--- src/rtl/seq_detect_311_pkg.sv ---
// Shared types, default constants and the saturating-increment helper
// for the seq_detect_311 serial pattern detector.
package seq_detect_311_pkg;

    localparam int PAT_W_DEF = 4;
    localparam int CNT_W_DEF = 8;

    typedef logic [PAT_W_DEF-1:0] pat_t;
    typedef logic [CNT_W_DEF-1:0] cnt_t;

    localparam pat_t DEF_PAT_DEF = 4'b1011;
    localparam cnt_t CNT_MAX_DEF = '1;

    // Width-agnostic: callers widen to 32 bits and truncate the result back.
    function automatic logic [31:0] sat_inc(input logic [31:0] v, input logic [31:0] max_v);
        return (v >= max_v) ? v : v + 32'd1;
    endfunction

endpackage

--- src/rtl/sat_counter_311.sv ---
// CNT_W-bit saturating up-counter; synchronous clear wins over increment.
module sat_counter_311
    import seq_detect_311_pkg::*;
#(
    parameter int CNT_W = CNT_W_DEF
) (
    input  logic             clk_311,
    input  logic             rst_311,
    input  logic             i_inc,
    input  logic             i_clr,
    output logic [CNT_W-1:0] o_cnt
);

    localparam logic [31:0] MAX_V = 32'((64'd1 << CNT_W) - 64'd1);

    logic [CNT_W-1:0] r_cnt;
    logic [CNT_W-1:0] w_inc;

    assign w_inc = CNT_W'(sat_inc(32'(r_cnt), MAX_V));

    always_ff @(posedge clk_311 or posedge rst_311) begin
        if (rst_311) begin
            r_cnt <= '0;
        end else if (i_clr) begin
            r_cnt <= '0;
        end else if (i_inc) begin
            r_cnt <= w_inc;
        end
    end

    assign o_cnt = r_cnt;

endmodule

--- src/rtl/seq_detect_311.sv ---
// Parametrised Mealy serial-sequence detector with run-time loadable pattern,
// overlap select and saturating match counter. Build with SEQ_DETECT_REG_OUT_EN
// defined to register match_311 (one cycle latency).
module seq_detect_311
    import seq_detect_311_pkg::*;
#(
    parameter int               PAT_W   = PAT_W_DEF,
    parameter logic [PAT_W-1:0] DEF_PAT = PAT_W'(DEF_PAT_DEF),
    parameter int               CNT_W   = CNT_W_DEF
) (
    input  logic             clk_311,
    input  logic             rst_311,
    input  logic             in_valid_311,
    input  logic             in_311,
    input  logic             pat_load_311,
    input  logic [PAT_W-1:0] pat_in_311,
    input  logic             overlap_311,
    input  logic             clr_cnt_311,
    output logic             match_311,
    output logic [CNT_W-1:0] match_cnt_311,
    output logic [PAT_W-1:0] pat_311
);

    localparam int               FILL_W   = $clog2(PAT_W);
    localparam logic [FILL_W-1:0] FILL_MAX = FILL_W'(PAT_W - 1);

    logic [PAT_W-1:0]  r_pat;
    logic [PAT_W-2:0]  r_hist;
    logic [FILL_W-1:0] r_fill;

    logic [PAT_W-1:0]  w_pat_nxt;
    logic [PAT_W-2:0]  w_hist_nxt;
    logic [FILL_W-1:0] w_fill_nxt;
    logic [PAT_W-1:0]  w_window;
    logic              w_match;

    // The candidate window is the stored history plus the bit arriving now.
    assign w_window = {r_hist, in_311};
    assign w_match  = in_valid_311 & ~pat_load_311 & (r_fill == FILL_MAX)
                    & (w_window == r_pat);

    always_ff @(posedge clk_311 or posedge rst_311) begin
        if (rst_311) begin
            r_pat  <= DEF_PAT;
            r_hist <= '0;
            r_fill <= '0;
        end else begin
            r_pat  <= w_pat_nxt;
            r_hist <= w_hist_nxt;
            r_fill <= w_fill_nxt;
        end
    end

    always_comb begin
        w_pat_nxt  = r_pat;
        w_hist_nxt = r_hist;
        w_fill_nxt = r_fill;
        if (pat_load_311) begin
            w_pat_nxt  = pat_in_311;
            w_hist_nxt = '0;
            w_fill_nxt = '0;
        end else if (in_valid_311) begin
            // Non-overlapping mode forgets everything so the next hit needs PAT_W fresh bits.
            if (w_match && !overlap_311) begin
                w_hist_nxt = '0;
                w_fill_nxt = '0;
            end else begin
                w_hist_nxt = w_window[PAT_W-2:0];
                w_fill_nxt = (r_fill == FILL_MAX) ? r_fill : r_fill + FILL_W'(1);
            end
        end
    end

    sat_counter_311 #(
        .CNT_W (CNT_W)
    ) u_cnt (
        .clk_311 (clk_311),
        .rst_311 (rst_311),
        .i_inc   (w_match),
        .i_clr   (clr_cnt_311),
        .o_cnt   (match_cnt_311)
    );

`ifdef SEQ_DETECT_REG_OUT_EN
    logic r_match;

    always_ff @(posedge clk_311 or posedge rst_311) begin
        if (rst_311) begin
            r_match <= 1'b0;
        end else begin
            r_match <= w_match;
        end
    end

    assign match_311 = r_match;
`else
    assign match_311 = w_match;
`endif

    assign pat_311 = r_pat;

endmodule

--- config.mk ---
export PLATFORM = sky130hd
export DESIGN_NAME = seq_detect_311
export DESIGN_NICKNAME = d
export VERILOG_FILES = /design/src/rtl/seq_detect_311_pkg.sv /design/src/rtl/sat_counter_311.sv /design/src/rtl/seq_detect_311.sv
export SDC_FILE = /design/constraint.sdc
export NUM_CORES = 1
export LEC_CHECK = 0
export BUFFER_PORTS_ARGS = -buffer_cell sky130_fd_sc_hd__buf_2
export CORE_MARGIN = 1.5
export CORE_UTILIZATION = 32
export CTS_CLUSTER_DIAMETER = 120
export DETAILED_ROUTE_END_ITERATION = 8
export SYNTH_ARGS = -nofsm -noshare
export SYNTH_HDL_FRONTEND = slang
export SYNTH_SLANG_ARGS = --single-unit
export TNS_END_PERCENT = 5
--- constraint.sdc ---
create_clock -name clk_311 -period 3.5 [get_ports clk_311]
set_input_delay 0.7 -clock clk_311 [delete_from_list [all_inputs] [get_ports clk_311]]
set_output_delay 0.7 -clock clk_311 [all_outputs]
set_load 0.05 [all_outputs]
==> impl_metrics.json <==
{
  "holdWs_ps": 477,
  "syn_nets": 110,
  "setup_violations": 0,
  "max_slew_margin_pct": 57.1,
  "cts_buffers": 3,
  "synth_warnings": 0,
  "finalHoldViolations": 0,
  "final_cell_count_no_fill": 149,
  "worstSkewPairLatency_ps": 290,
  "synth_cell_type_count": 31,
  "power_density_nw_per_um2": 341,
  "design_area_sq_um": 1130,
  "grt_overflow": 0,
  "die-area_sq_um": 3400,
  "dp_slack_ps": 1020,
  "placed_area_sq_um": 1100,
  "period_minus_slack_ps": 2480,
  "dieWidth_um": 58.3,
  "io_pins": 24,
  "avgViaCountPerCell": 5.44,
  "tightest_slew_ps": 643,
  "num-fill-cells": 297,
  "hold_class": "in2async",
  "r2r-start": "pat_311[3]",
  "antenna_found_initial": 0,
  "drcViolationCount": 0,
  "reg2reg_setup_slack_ps": 1540,
  "wl_per_cell_um": 13.2,
  "synth_ff_type": "dfrtp_1",
  "cp_max_fo": 11,
  "grt_max_degree": 18,
  "hpwlAfterDp_um": 1490,
  "dr.pass1.iters": 4,
  "htree_levels": 1,
  "cts_resized": 0,
  "p_leak_uw": 0.000517,
  "fin_crit_sh_pct": 70.8,
  "ir_drop_mv": 0.202,
  "core_sq_um": 2830,
  "nets": 132,
  "clk_pin_slew_worst_paths_ps": 100,
  "drt_iter0_drc": 26,
  "rsz0062_at_grt": "false",
  "async_reset_ff_share_pct": 100,
  "drive_gt1_share_pct": 32.2,
  "grt_pass1_wl_um": 3340,
  "post_cts_buffers": 0,
  "drv_slew": 0,
  "rows": 19,
  "timing.rr.end": "u_cnt.o_cnt[5]",
  "die_h_um": 58.3,
  "cts_sinks": 17,
  "regArea_sq_um": 429,
  "clock.fmax_mhz": 403,
  "endpoint_kind": "primary output",
  "holdBufCountCts": 0,
  "ant_nets": 0,
  "fin_setup_tns_ps": 0,
  "initial_core_util_pct": 34.6,
  "area_delta_synth_final_pct": 14.9,
  "ys_ff_latch": 17,
  "port_buffers": 23,
  "grt_pass1_vias": 767,
  "synth_edf_count": 0,
  "drv_cap": 0,
  "insertedDiodeCount": 0,
  "routed_wirelength_um": 1960,
  "slowest_delay_ps": 560,
  "setup_ws_ps": 1020,
  "crit_chain": "xnor2_1 > nand3_1 > nor2_1 > buf_2",
  "status": "finished, final reports clean",
  "syn_area_sq_um": 980,
  "start_kind": "flip-flop",
  "synth.avg_cell_area_sq_um": 10.1,
  "arrival_ps": 1780,
  "rr_worst_depth": 4,
  "multi_input_area_sq_um": 502,
  "cts-root-buf": "clkbuf_4",
  "required_ps": 2800,
  "vias": 811,
  "yosysSeqAreaShare_pct": 43.8,
  "clock_path_buffers": 2,
  "finalClockSkew_ps": 2.85,
  "tritoncts": "built",
  "place.gp.congestion": 0.821,
  "slowest_stage": "dfstp_2",
  "placed_cells": 145,
  "groute.usage.overall_pct": 12.6,
  "path_class": "reg2out",
  "syn_inst": 97
}
cell type report:
| type | instances | area share [%] |
|---|---|---|
| multi-input cells | 70 | 44.6 |
| flip-flops and latches | 17 | 38.1 |
| repair buffers | 23 | 10.2 |
| well taps | 31 | 3.44 |
| clock buffers | 4 | 2.33 |
| inverters | 4 | 1.33 |
cell families (layout without fill, tap and decap cells):
group / after synthesis / in the layout / synth area share (%)
adder cells (fa/ha/maj): 2 / 2 / 2.55
flip-flops: 17 / 17 / 43.8
AO/OA/AOI/OAI: 10 / 10 / 7.02
multiplexers: 11 / 11 / 12.5
XOR/XNOR: 4 / 4 / 3.58
AND/OR/NAND/NOR: 43 / 43 / 25.5
buffers and inverters: 10 / 31 / 4.98
synth_stat cells (all sizes together) (2+ instances only):
cell / count / area, sq um
a21oi: 3 / 15.0
and3: 2 / 12.5
and4: 3 / 31.3
buf: 3 / 21.3
clkbuf: 3 / 12.5
dfrtp: 14 / 350
dfstp: 3 / 78.8
ha: 2 / 25.0
inv: 4 / 15.0
mux2: 10 / 113
nand2: 3 / 11.3
nand2b: 3 / 18.8
nand3: 4 / 20.0
nand4: 4 / 25.0
nor2: 8 / 30.0
nor2b: 7 / 43.8
nor4: 5 / 31.3
o31ai: 3 / 22.5
o32ai: 2 / 17.5
xnor2: 4 / 35.0
where the power goes:
part / switching, uW / total, uW / internal [uW]
Combinational: 42.5 / 64.6 / 22.1
Sequential: 6.40 / 213 / 207
Clock: 61.8 / 106 / 44.3
metrics by stage:
step	total power, uW	utilization [%]
floorplan	266	-
global placement	281	38.9
detailed placement	283	38.9
CTS	392	39.8
global route	406	39.8
finish	384	39.8
state kept, by name, indices dropped and copies added, names as in the netlist:
signal,count
pat_311,4
r_fill,2
r_hist,3
u_cnt.o_cnt,8
layer usage:
layer  part of all wire, %  wire length [um]  GRT usage, %  vias to the layer above
met3                   6.0               118          3.96                        2
met4                  0.56                11          2.99                        0
met1                    47               922          16.4                      382
met5                     0                 0             0                        -
met2                    46               910          20.5                       31
li1                      -                 -             -                      396
critical path, delay by kind of cell (launching register included):
kind	cells	cell delay [ps]
and+or+nand+nor	2	520
DFF	1	560
xor gates and xnor gates	1	140
buffers and inverters	1	280
cell usage in the layout, fill, tap and decap left out, types with 4 or more instances in the layout:
cell type,count
buf_2,23
dfrtp_1,14
nor2_1,8
nor2b_1,7
mux2_2,7
nor4_1,5
xnor2_1,4
nand3_1,4
inv_1,4
nand4_1,4
worst max path at each step:
stage                      start  depth (start not counted)        end
floorplan             pat_311[0]                          4  match_311
global placement    pat_load_311                          5  match_311
global route           r_fill[0]                          5  match_311
detailed placement  pat_load_311                          5  match_311
CTS                    r_fill[0]                          5  match_311
finish                pat_311[3]                          4  match_311
No activity file was read; power rests on OpenSTA's default activity.
